--- config.mk ---
export PLATFORM = sky130hd
export DESIGN_NAME = bcd_seq_converter
export DESIGN_NICKNAME = d
export VERILOG_FILES = /design/src/rtl/bcd_seq_converter.sv
export SDC_FILE = /design/constraint.sdc
export NUM_CORES = 1
export LEC_CHECK = 0
export ABC_CLOCK_PERIOD_IN_PS = 1700
export CAP_MARGIN = 20
export CORE_UTILIZATION = 49
export CTS_CLUSTER_DIAMETER = 100
export DETAILED_ROUTE_END_ITERATION = 6
export HOLD_SLACK_MARGIN = 0.05
export PLACE_DENSITY = 0.76
export SYNTH_ARGS = -nofsm -noshare
export SYNTH_HDL_FRONTEND = slang
export SYNTH_SLANG_ARGS = --single-unit
export TNS_END_PERCENT = 30
--- constraint.sdc ---
create_clock -name clk -period 1.7 [get_ports clk]
set_input_delay 0.34 -clock clk [delete_from_list [all_inputs] [get_ports clk]]
set_output_delay 0.34 -clock clk [all_outputs]
set_load 0.01 [all_outputs]
--- src/rtl/bcd_seq_converter.sv ---
// Sequential binary-to-BCD converter using shift-and-add-3, one input bit per clock.
// Valid/ready on both sides, sticky overflow and a leading-zero blanking mask.
module bcd_seq_converter #(
    parameter int WIDTH    = 8,
    parameter int DIGITS   = 3,
    parameter int BLANK_EN = 1
) (
    input  logic                  clk,
    input  logic                  btn_reset,
    input  logic                  in_valid,
    output logic                  in_ready,
    input  logic [WIDTH-1:0]      bin_in,
    output logic                  out_valid,
    input  logic                  out_ready,
    output logic [4*DIGITS-1:0]   bcd_out,
    output logic [DIGITS-1:0]     blank_mask,
    output logic                  overflow
);

    localparam int DW = 4 * DIGITS;
    localparam int CW = $clog2(WIDTH + 1);

    typedef enum logic [1:0] {
        ST_IDLE  = 2'd0,
        ST_SHIFT = 2'd1,
        ST_DONE  = 2'd2
    } state_t;

    state_t            r_state;
    state_t            w_state_nxt;
    logic [WIDTH-1:0]  r_bin;
    logic [DW-1:0]     r_bcd;
    logic              r_ovf;
    logic [CW-1:0]     r_cnt;
    logic [DW-1:0]     w_adj;
    logic [DW-1:0]     w_bcd_sh;
    logic              w_carry;
    logic              w_last;
    logic              w_ovf_nxt;

    function automatic logic [DW-1:0] add3(input logic [DW-1:0] bcd);
        logic [DW-1:0] res;
        res = bcd;
        for (int i = 0; i < DIGITS; i++) begin
            if (bcd[4*i +: 4] >= 4'd5) begin
                res[4*i +: 4] = bcd[4*i +: 4] + 4'd3;
            end else begin
                res[4*i +: 4] = bcd[4*i +: 4];
            end
        end
        return res;
    endfunction

    // Digit i (i>=1) is blank when it and every digit above it are zero; units never blank.
    function automatic logic [DIGITS-1:0] blank_of(input logic [DW-1:0] bcd, input logic ovf);
        logic [DIGITS-1:0] m;
        logic              zero_above;
        m          = '0;
        zero_above = 1'b1;
        for (int i = DIGITS - 1; i >= 1; i--) begin
            zero_above = zero_above & (bcd[4*i +: 4] == 4'd0);
            m[i]       = zero_above;
        end
        return (ovf || (BLANK_EN == 0)) ? '0 : m;
    endfunction

    always_comb begin
        w_adj     = add3(r_bcd);
        w_bcd_sh  = {w_adj[DW-2:0], r_bin[WIDTH-1]};
        w_carry   = w_adj[DW-1];
        w_last    = (r_cnt == CW'(1));
        w_ovf_nxt = r_ovf | w_carry;
    end

    always_comb begin
        w_state_nxt = r_state;
        case (r_state)
            ST_IDLE: begin
                if (in_valid) begin
                    w_state_nxt = ST_SHIFT;
                end else begin
                    w_state_nxt = ST_IDLE;
                end
            end
            ST_SHIFT: begin
                if (w_last) begin
                    w_state_nxt = ST_DONE;
                end else begin
                    w_state_nxt = ST_SHIFT;
                end
            end
            ST_DONE: begin
                if (out_ready) begin
                    w_state_nxt = ST_IDLE;
                end else begin
                    w_state_nxt = ST_DONE;
                end
            end
            default: w_state_nxt = ST_IDLE;
        endcase
    end

    // Handshake outputs are registered from the next state so they track the FSM without a comb path.
    always_ff @(posedge clk or negedge btn_reset) begin
        if (!btn_reset) begin
            r_state   <= ST_IDLE;
            in_ready  <= 1'b1;
            out_valid <= 1'b0;
        end else begin
            r_state   <= w_state_nxt;
            in_ready  <= (w_state_nxt == ST_IDLE);
            out_valid <= (w_state_nxt == ST_DONE);
        end
    end

    always_ff @(posedge clk or negedge btn_reset) begin
        if (!btn_reset) begin
            r_bin      <= '0;
            r_bcd      <= '0;
            r_ovf      <= 1'b0;
            r_cnt      <= '0;
            bcd_out    <= '0;
            blank_mask <= '0;
            overflow   <= 1'b0;
        end else begin
            case (r_state)
                ST_IDLE: begin
                    if (in_valid) begin
                        r_bin <= bin_in;
                        r_bcd <= '0;
                        r_ovf <= 1'b0;
                        r_cnt <= CW'(WIDTH);
                    end
                end
                ST_SHIFT: begin
                    r_bin <= r_bin << 1'b1;
                    r_bcd <= w_bcd_sh;
                    r_ovf <= w_ovf_nxt;
                    r_cnt <= r_cnt - CW'(1);
                    // Result registers load only on the final shift, so partial values never appear.
                    if (w_last) begin
                        bcd_out    <= w_bcd_sh;
                        overflow   <= w_ovf_nxt;
                        blank_mask <= blank_of(w_bcd_sh, w_ovf_nxt);
                    end
                end
                default: begin
                    r_cnt <= r_cnt;
                end
            endcase
        end
    end

endmodule

# == Word level (Yosys, flattened, before mapping) ==
# Index checks and enable logic that the tools add are counted.
# totals
elab_cells,47
regBits,45
# classes
addsub,4
muxes,16
n_eq_ne,5
reduce_logical,7
order_cmp,3
n_bitwise,2
# op_table
cell,count
12-bit case mux with 2 select lines,1
4-bit 2-to-1 mux,4
8-bit case mux with 2 select lines,1
4-bit by 2-bit adder with 4-bit output (second input constant),3
4-bit by 3-bit greater-or-equal comparator with 1-bit output (second input constant),3
12-bit 2-to-1 mux,1
4-bit logical NOT,2
8-bit 2-to-1 mux,1
4-bit case mux with 2 select lines,1
2-bit case mux with 3 select lines,1
2-bit == test (second input constant),2
4-bit by 1-bit == test with 1-bit output (second input constant),1
2-bit logical NOT,2
2-bit 2-to-1 mux,2
2-bit AND reduction,2
4-bit by 1-bit subtractor with 4-bit output (second input constant),1
3-bit 2-to-1 mux,1
2-bit by 1-bit == test with 1-bit output (second input constant),1
1-bit 2-to-1 mux,2
2-bit != test (second input constant),1
1-bit case mux with 2 select lines,1
2-bit nonzero test,1
1-bit AND,1
1-bit bitwise OR,1

# == Logic depth before layout (Yosys ltp) ==
# depth
ltp_word,5
ltp_mapped,7
depth_no_buf,7

# == Worst setup path after synthesis ==
# OpenSTA, ideal clock, no wires.
# synth_timing
path_kind,reg2reg
from,register r_bcd[8]
to,register blank_mask[1]
synth_period_minus_slack_ns,1.719
setup_time_ns,0.122
arrival_time_ns,1.598
t_required_ns,1.578
stages_incl_launch_ff,7
n_path_buf,0
slack_ns,-0.019
cell_sequence,dfrtp_1 ha_1 nand2b_1 a21oi_1 mux2i_1 nor4b_2 a32o_1
# synth_via
elab_chain_len,5
# synth_rtl
element,line,source
"start, declared",32,logic [DW-1:0] r_bcd;
"start signal, assigned",137,r_bcd <= w_bcd_sh;
4-bit by 2-bit adder with 4-bit output / 4-bit by 3-bit greater-or-equal comparator with 1-bit output (equally long branches),"46, 45",
4-bit 2-to-1 mux *,45,if (bcd[4*i +: 4] >= 4'd5) begin
4-bit logical NOT,61,zero_above = zero_above & (bcd[4*i +: 4] == 4'd0);
1-bit AND,61,
3-bit 2-to-1 mux *,64,return (ovf || (BLANK_EN == 0)) ? '0 : m;
"end signal, assigned",144,"blank_mask <= blank_of(w_bcd_sh, w_ovf_nxt);"
"end, declared",16,"output logic [DIGITS-1:0] blank_mask,"
# Every way passes the cells marked *; elsewhere a longest branch is shown, timed or not.
# A chain may end at the register's enable or synchronous reset.

# == Worst setup path after layout ==
# Ends and elaborated chain as after synthesis.

==> metrics.txt <==
CTS Buffer Depth=2; first-pass GRT wire length=8200 um; number of synthesized register bits=44; GPL Wtd Cong=0.875; PD cells=1970 nW/um^2; most common cell after layout, fill and taps aside=dfrtp_1; Skew-Pair Late Insertion Delay=300 ps; ant diodes=0; via count=1,789; share of cells above drive strength 1=23.0%; I/O pins=30; CTS clk-pin slew, worst paths=90 ps; post-place setup slack=-56.5 ps; Hold Fails Final Rpt=0; Power, Total=0.00584 W; Initial Util=52.4%; vias per cell=5.37; # rows=23; Cell Count Post-Placement=318; core area=4090 um^2; FF-to-FF path depth=8; hold path depth=2; Total Routed Length=4960 um; Slew @ Worst Pin=594 ps; Hold Crit Endpoint=bcd_out[1]$_DFFE_PN0N_; # DRC=0; yosys warns=0; grt ovf=0; Critical Path RT=1950 ps; utilization after layout=72.5%; vias in the first global route=1,794; post-synth net total=244; hold_sp=bcd_out[1]$_DFFE_PN0N_; Total GRT Usage=24.4%; Seq/Total Area, Yosys=51.5%; worst hold path class=flip-flop to flip-flop; largest net degree at the start of global routing=27; Clock Tree Root=clkbuf_8; HPWL after DPL=3330 um; Setup CP Type=flip-flop to flip-flop; Setup violations, final=1; top post-synthesis cells by area=dfrtp_1 50%, nand2_1 7.2%, o21ai_0 7.0%; reg-to-reg critical path endpoint=blank_mask[1]$_DFFE_PN0N_; most frequent cells in the layout=43 x dfrtp_1, 41 x nand2_1, 31 x buf_4; CP Capture Type=flip-flop; First DRT Iteration DRCs=65; CP Max Fanout=4; final setup margin=-4.49 ps; H-tree levels=2; Routed Antenna Nets=0; Nets=302; syn avg cell area=9.56 um^2; outcome=complete, but fails checks; Layout Cell Area excl Fill=2960 um^2; Max-cap violations=0; worst rel slew slack=60.3%; CP Launch Type=flip-flop; Worst R2R Setup Slack=-4 ps; Reg2Reg Launch Point=r_bcd[8]$_DFFE_PN0P_; fillcell total=302; TritonCTS clock tree=done; minimum clock period=1700 ps; Reg area=1100 um^2; fmax=587 MHz; Netlist cell types=33; arrival time at the worst endpoint=1950 ps; P&R area growth vs syn=38.3%; placed instance area=2660 um^2; top cell type's share of synthesized area=50.2%; Mapped Area=2140 um^2; wire per inst=14.9 um; leading area contributor after synthesis=dfrtp_1; DIE WIDTH=68.1 um; clock sink count=44; Final Cycle Share=100%; RSZ-0062 raised after global routing=true; P_leak=1.36 nW; Port Buf Inserts=28; VDD IR max=0.974 mV; failing checks=negative setup slack; antenna violations before repair=0; clk_skew=10.3 ps; Finished Layout Cells=333; TritonCTS buffer count=5; drt pass-1 iters=4; post-synthesis cell count=224; Die Span Y=68.1 um; pins over their slew limit=0; die area=4640 um^2; multi-input logic area=1090 um^2
power by group:
group	leakage [nW]	internal (W)	switching, W	total, W
Clock	0.0645	0.000519	0.000364	0.000882
Sequential	0.560	0.00149	0.000391	0.00188
Combinational	0.731	0.00164	0.00144	0.00308
metal layers:
layer | wire, um | global-route usage [%] | part of all wire (%)
met1 | 2210 | 29.4 | 45
met4 | 148 | 12.0 | 3.0
met2 | 2410 | 40.3 | 49
met5 | 0 | 0 | 0
met3 | 193 | 6.17 | 3.9
cells in the mapped netlist:
cell      number
nor2_1         5
a32o_1         1
o31ai_1        1
nand2_1       41
inv_1          8
or3_1          1
mux2i_1        2
nor3b_1        6
o21ai_0       30
a211oi_1       1
conb_1         1
nor2b_1        9
a22o_1         7
nor3_1         4
nand3b_1       1
nand3_1        1
dfrtp_1       43
nand2b_1       6
buf_2          3
a21oi_1       18
buf_4          1
nor4b_2        1
a22oi_1        7
and2b_1        2
nor3_4         1
a21o_1         1
dfstp_2        1
ha_1           8
clkbuf_1       7
o21bai_1       1
mux2_2         1
nand4b_1       1
xnor2_1        3
through the flow:
stage / hold WS [ps] / TNS, ps
6_report: 476 / -4.49
5_1_grt: 512 / -72.1
4_1_cts: 482 / 0
3_5_place_dp: 317 / -56.5
3_3_place_gp: 316 / -4.51
2_1_floorplan: 44.4 / 0
cell families (layout without fill, tap and decap cells):
logic type | count (synthesis) | after routing | share of synthesized area [%]
multiplexers | 3 | 3 | 1.46
other | 1 | 1 | 0.175
AO/OA/AOI/OAI | 67 | 67 | 18.4
adder cells (fa/ha/maj) | 8 | 8 | 4.67
XOR/XNOR | 3 | 3 | 1.23
buffers and inverters | 19 | 78 | 3.68
flip-flops | 44 | 44 | 51.5
AND/OR/NAND/NOR | 79 | 79 | 18.9
worst max-delay path, stage by stage (launching register included):
cell and delay (ps):
dfrtp_1 430, inv_2 90, ha_4 150, buf_4 120, nor3b_1 50, a21oi_2 170, nand4b_1 180, nor4b_4 270
a32o_1 200
area by class of cell:
class | count | share of cell area (%)
repair buffers | 62 | 18.6
inverters | 8 | 1.01
clock buffers | 7 | 3.25
flip-flops and latches | 44 | 37.2
multi-input cells | 161 | 36.8
well taps | 50 | 2.11
clock inverters | 1 | 1.01
what timing repair did:
action / 4_1_cts / 5_1_grt
endpoints found under the hold margin: 18 / 0
pin swaps: 6 / 3
hold buffers: 1 / 0
setup buffers: 6 / 0
resized for setup: 14 / 15
setup endpoints to repair: 1 / 10
sequential cells by signal, indices dropped and copies added, names as in the netlist:
register and flops:
r_bcd 12, r_state 2, overflow 1, out_valid 1, r_ovf 1, r_bin 8
in_ready 1, bcd_out 12, r_cnt 4, blank_mask 2
how the worst max path moves through the flow:
| stage | slack, ps | cells past startpoint | startpoint | to |
|---|---|---|---|---|
| finish | -4 | 8 | r_bcd[8]$_DFFE_PN0P_ | blank_mask[1]$_DFFE_PN0N_ |
| CTS | 0.7 | 6 | r_bcd[4]$_DFFE_PN0P_ | blank_mask[1]$_DFFE_PN0N_ |
| detailed placement | -60 | 6 | r_bcd[8]$_DFFE_PN0P_ | blank_mask[1]$_DFFE_PN0N_ |
| global route | -70 | 8 | r_bcd[9]$_DFFE_PN0P_ | blank_mask[1]$_DFFE_PN0N_ |
| floorplan | 30 | 6 | r_bcd[8]$_DFFE_PN0P_ | blank_mask[1]$_DFFE_PN0N_ |
| global placement | -5 | 6 | r_bcd[8]$_DFFE_PN0P_ | blank_mask[1]$_DFFE_PN0N_ |
Power figures use the tool's default switching activity.
==> RTL change 1, RTL diff (config.mk and constraints unchanged) <==
Change the parameter `BLANK_EN` from 1 to 0.
--- a/src/rtl/bcd_seq_converter.sv
+++ b/src/rtl/bcd_seq_converter.sv
@@ -5,3 +5,3 @@
     parameter int DIGITS   = 3,
-    parameter int BLANK_EN = 1
+    parameter int BLANK_EN = 0
 ) (
Check against the original RTL: not equivalent (a bounded check fails within 10 cycles, from zero or initial values and one cycle with btn_reset low).
==> RTL change 1 against the unedited design <==
Total power shrank 17%; synthesized cell count shrank 9.8%; wire length is 18% lower; synthesized area decreased by 2.4%; non-clock buffer count fell by 15; worst setup slack better by 8.4 ps; sequential cell count is 2 lower; via count shrank 12%; cell area shrank 11%; critical endpoint is now bcd_out[9]$_DFFE_PN0P_; highest routed layer unchanged.
==> RTL change 1: results (changes against the unedited design) <==
M1 wire length=1.961 mm (was 2.210 mm); Placed Cells=280 (was 318); gr usage total=20.54% (was 24.42%); DR vias=1577 (was 1789); largest net degree at the start of global routing=26 (was 27); fin nets=265 (was 302); # fillers=322 (was 302); vias per inst=5.328 (was 5.372); Distinct cells, synth=31 (was 33); metal3 WL=97 um (was 193 um); DR WL/cell=13.81 um (was 14.89 um); Place WS=46.68 ps (was -56.47 ps); CP arrival=1880 ps (was 1950 ps); IO Port Bufs=26 (was 28); routability congestion estimate=0.7783 (was 0.8749); hpwl dp=2.776 mm (was 3.334 mm); Leak=1.200 nW (was 1.356 nW); maximum fanout along the worst path=6 (was 4); Clock Sinks=42 (was 44); vias in the first global route=1504 (was 1794); skew final=4.826 ps (was 10.32 ps); Syn Inst Count=202 (was 224); worst skew pair latency=300 ps (about the same); first-pass GRT wire length=6.810 mm (was 8.197 mm); detailed router's first-iteration violation count=63 (was 65); synth cell count leaders=41 x dfrtp_1, 23 x a21oi_1, 22 x o21ai_0, 12 x nand2_1, 11 x nor2b_1 (was 43 x dfrtp_1, 41 x nand2_1, 30 x o21ai_0, 18 x a21oi_1, 9 x nor2b_1); metal2 WL=1.957 mm (was 2.406 mm); maximum VDD drop=0.0006913 V (was 0.0009741 V); largest cells by area after synthesis=dfrtp_1 49%, a21oi_1 5.5%, o21ai_0 5.3% (was dfrtp_1 50%, nand2_1 7.2%, o21ai_0 7.0%); post-synthesis async set-or-reset flop share=100.0% (unchanged); layout cell share with drive strength beyond 1=18.70% (was 22.97%); run status=complete, no violations (was finished with violations); sequential-to-total area share from yosys stat=50.33% (was 51.46%)
-- RTL change 1: worst paths after layout --
check | end | slack (ps) | depth (start not counted) | from
max reg2reg | bcd_out[9]$_DFFE_PN0P_ | 4 | 6 | r_cnt[1]$_DFFE_PN0P_
max | bcd_out[9]$_DFFE_PN0P_ | 4 | 6 | r_cnt[1]$_DFFE_PN0P_
max in group asynchronous | in_ready$_DFF_PN1_ | 640 | 3 | btn_reset
min | r_ovf$_DFFE_PN0P_ | 480 | 2 | r_ovf$_DFFE_PN0P_
min in group asynchronous | r_bcd[10]$_DFFE_PN0P_ | 510 | 2 | btn_reset
min reg2reg | r_ovf$_DFFE_PN0P_ | 480 | 2 | r_ovf$_DFFE_PN0P_
-- RTL change 1: kinds of logic (layout without fill, tap and decap cells) --
kind of cell / count (synthesis) / after routing / synth area share, %
XOR/XNOR: 3 / 3 / 1.257
buffers and inverters: 22 / 64 / 5.506
adder cells (fa/ha/maj): 8 / 8 / 4.788
multiplexers: 10 / 10 / 6.104
AND/OR/NAND/NOR: 52 / 52 / 13.70
flip-flops: 42 / 42 / 50.33
other: 1 / 3 / 0.1794
AO/OA/AOI/OAI: 64 / 64 / 18.13
-- RTL change 1: layout make-up --
class	count	area, um^2	area share, %
clock inverters	1	5.005	0.1900
clock buffers	7	86.33	3.278
repair buffers	47	437.9	16.63
well taps	50	62.56	2.375
flip-flops and latches	42	1052	39.95
inverters	9	33.78	1.283
multi-input cells	140	955.9	36.29
-- RTL change 1: tightest hold or removal path, stage by stage (launching register included) --
cell     delay [ps]
dfrtp_1         350
nand2_1          40
o21ai_0          60
-- RTL change 1: what timing repair did --
item / CTS / global route
setup endpoints to repair: 0 / 15
gates resized for setup: 0 / 12
hold endpoints to repair: 17 / 0
setup buffers: 0 / 7
hold buffers: 1 / 0
-- RTL change 1: layer usage --
metal | up-vias | global-route usage (%)
met5 | - | 0
met1 | 756 | 26.97
met2 | 26 | 32.88
li1 | 788 | -
met4 | 0 | 9.574
met3 | 7 | 3.547
-- RTL change 1: report_power, final --
part | internal [mW] | switching, mW | leakage [nW] | total, mW
clock | 0.328 | 0.344 | 0.0482 | 0.672
sequential | 1.45 | 0.380 | 0.519 | 1.82
combinational | 1.27 | 1.10 | 0.633 | 2.37
-- RTL change 1: metrics by stage --
step | utilization, % | power (mW) | TNS, ps | cell area, um^2
finish | 64.91 | 4.864 | 0 | 2634
global route | 64.91 | 5.255 | -298.0 | 2634
CTS | 62.75 | 4.701 | 0 | 2546
detailed placement | 60.25 | 4.015 | 0 | 2445
global placement | 60.25 | 3.959 | 0 | 2445
floorplan | - | 3.245 | 0 | 2098
==> RTL change 2, RTL diff (same settings) <==
Without the edit above. Make the reset (`btn_reset`) synchronous in 2 clocked blocks.
--- a/src/rtl/bcd_seq_converter.sv
+++ b/src/rtl/bcd_seq_converter.sv
@@ -103,3 +103,3 @@
     // Handshake outputs are registered from the next state so they track the FSM without a comb path.
-    always_ff @(posedge clk or negedge btn_reset) begin
+    always_ff @(posedge clk) begin
         if (!btn_reset) begin
@@ -115,3 +115,3 @@
 
-    always_ff @(posedge clk or negedge btn_reset) begin
+    always_ff @(posedge clk) begin
         if (!btn_reset) begin
Formal check against the unedited RTL: differs if btn_reset is asserted again (counterexample within 4 cycles, from zero or initial values and one cycle with btn_reset low); with btn_reset held inactive, the same outputs for 10 cycles.
==> RTL change 2 against the unedited design <==
Clock skew fell by 4.1 ps; die area fell by 2.2%; cell area fell by 14%; sequential cell count did not move; non-clock buffer count fell by 24; synthesized area fell by 2.3%; critical path type unchanged; worst setup slack improved by 73 ps; critical path depth fell by 1; wire length fell by 13%; first-iteration DRC count rose by 62%.
Power is not compared: it rests on default switching activity, and its combinational part moved more than twofold at a synthesized area within 25%.
==> RTL change 2: results (changes against the unedited design) <==
largest cells by area after synthesis=dfxtp_1 42%, nand2_1 6.3%, nor2_1 5.2% (was dfrtp_1 50%, nand2_1 7.2%, o21ai_0 7.0%); CP arrival=1870 ps (was 1950 ps); sequential-to-total area share from yosys stat=42.08% (was 51.46%); vias in the first global route=1590 (was 1794); run status=complete, no violations (was finished with violations); Post-CTS Setup Inserts=0 (was 6); gr usage total=21.37% (was 24.42%); initial antenna violation count=0 (unchanged); largest net degree at the start of global routing=21 (was 27); layout cell share with drive strength beyond 1=14.34% (was 22.97%); Bufs on Longest Clock Path=2 (unchanged); Leak=roughly 0.94 nW; fin nets=298 (was 302); post-synthesis async set-or-reset flop share=0% (was 100.0%); routability congestion estimate=0.8346 (was 0.8749); Largest regs=bcd_out x12, r_bcd x12, r_bin x8 (unchanged); detailed router's first-iteration violation count=105 (was 65); first-pass GRT wire length=7.051 mm (was 8.197 mm); drt first pass iters=4 (unchanged); hpwl dp=2.960 mm (was 3.334 mm); Distinct cells, synth=41 (was 33); Clock Pin Slew Worst Setup and Hold Paths=90 ps (about the same); Syn Nets=268 (was 244); dpl cell area=0.002424 mm^2 (was 0.002658 mm^2); synth cell count leaders=44 x dfxtp_1, 35 x nand2_1, 29 x nor2_1, 15 x a21oi_1, 13 x nand3_1 (was 43 x dfrtp_1, 41 x nand2_1, 30 x o21ai_0, 18 x a21oi_1, 9 x nor2b_1); DR WL/cell=13.17 um (was 14.89 um); crit path max-delay cell type=dfxtp_1 (was dfrtp_1); Place WS=38.87 ps (was -56.47 ps); Worst path max stage delay=340 ps (was 430 ps); Resized cells post-CTS=0 (was 14); DR vias=1787 (was 1789); skew final=6.181 ps (was 10.32 ps)
RTL change 2: cell types whose count changed after synthesis, sizes merged, moves of 8 or more:
cell,unedited run,this run
and2,0,8
nand3,1,13
nor2b,9,0
dfrtp,43,0
nor2,5,29
dfxtp,0,44
o21ai,30,14
RTL change 2: critical path, delay by kind of cell, from the launching register on:
| family | cells | cell delay [ps] |
|---|---|---|
| AO/OA/AOI/OAI | 2 | 420 |
| adder cells (fa/ha/maj) | 1 | 180 |
| buffers and inverters | 1 | 100 |
| flip-flops | 1 | 340 |
| AND/OR/NAND/NOR | 3 | 520 |
RTL change 2: worst paths after layout:
path / startpoint / endpoint / slack [ps] / depth (start not counted)
worst max register to register: r_bcd[9]$_SDFFE_PN0P_ / blank_mask[2]$_SDFFE_PN0P_ / 70 / 7
worst min-delay path: bcd_out[5]$_SDFFE_PN0P_ / bcd_out[5]$_SDFFE_PN0P_ / 460 / 2
worst max-delay path: r_bcd[9]$_SDFFE_PN0P_ / blank_mask[2]$_SDFFE_PN0P_ / 70 / 7
worst min register to register: bcd_out[5]$_SDFFE_PN0P_ / bcd_out[5]$_SDFFE_PN0P_ / 460 / 2
RTL change 2: metal layers:
layer | track usage [%] | part of all wire (%) | vias up
li1 | - | - | 906
met1 | 24.27 | 47 | 836
met2 | 37.63 | 48 | 38
met3 | 4.054 | 3.2 | 7
met4 | 11.17 | 2.0 | 0
met5 | 0 | 0 | -
RTL change 2: per-stage QoR:
| step | hold WS, ps | utilization [%] | std cells | power (mW) |
|---|---|---|---|---|
| 2_1_floorplan | 445.3 | - | 248 | 1.302 |
| 3_3_place_gp | 444.0 | 59.73 | 320 | 1.393 |
| 3_5_place_dp | 445.3 | 59.73 | 320 | 1.396 |
| 4_1_cts | 457.4 | 62.01 | 328 | 2.074 |
| 5_1_grt | 482.9 | 63.09 | 329 | 2.164 |
| 6_report | 456.6 | 63.09 | 329 | 2.069 |
RTL change 2: cells by family after synthesis:
logic type	Yosys count	synth area share, %
flip-flops	44	42.08
other	1	0.1791
AO/OA/AOI/OAI	57	18.29
buffers and inverters	24	6.037
multiplexers	3	1.614
AND/OR/NAND/NOR	107	25.34
adder cells (fa/ha/maj)	8	4.782
XOR/XNOR	4	1.673
RTL change 2: area by class of cell:
cell class / count / area, um^2
Tap cell: 50 / 62.56
Sequential cell: 44 / 887.1
Clock inverter: 2 / 10.01
Multi-Input combinational cell: 180 / 1116
Clock buffer: 6 / 82.58
Fill cell: 347 / 1498
Inverter: 9 / 33.78
Timing Repair Buffer: 38 / 367.9
RTL change 2: power by group through the flow:
stage                     clock network (mW)  registers [mW]  logic [mW]
final                                  0.696            1.10       0.268
after detailed placement                   0            1.13       0.268
after CTS                              0.701            1.10       0.269
after global routing                   0.753            1.11       0.299
after global placement                     0            1.13       0.265
after floorplan                            0            1.13       0.174
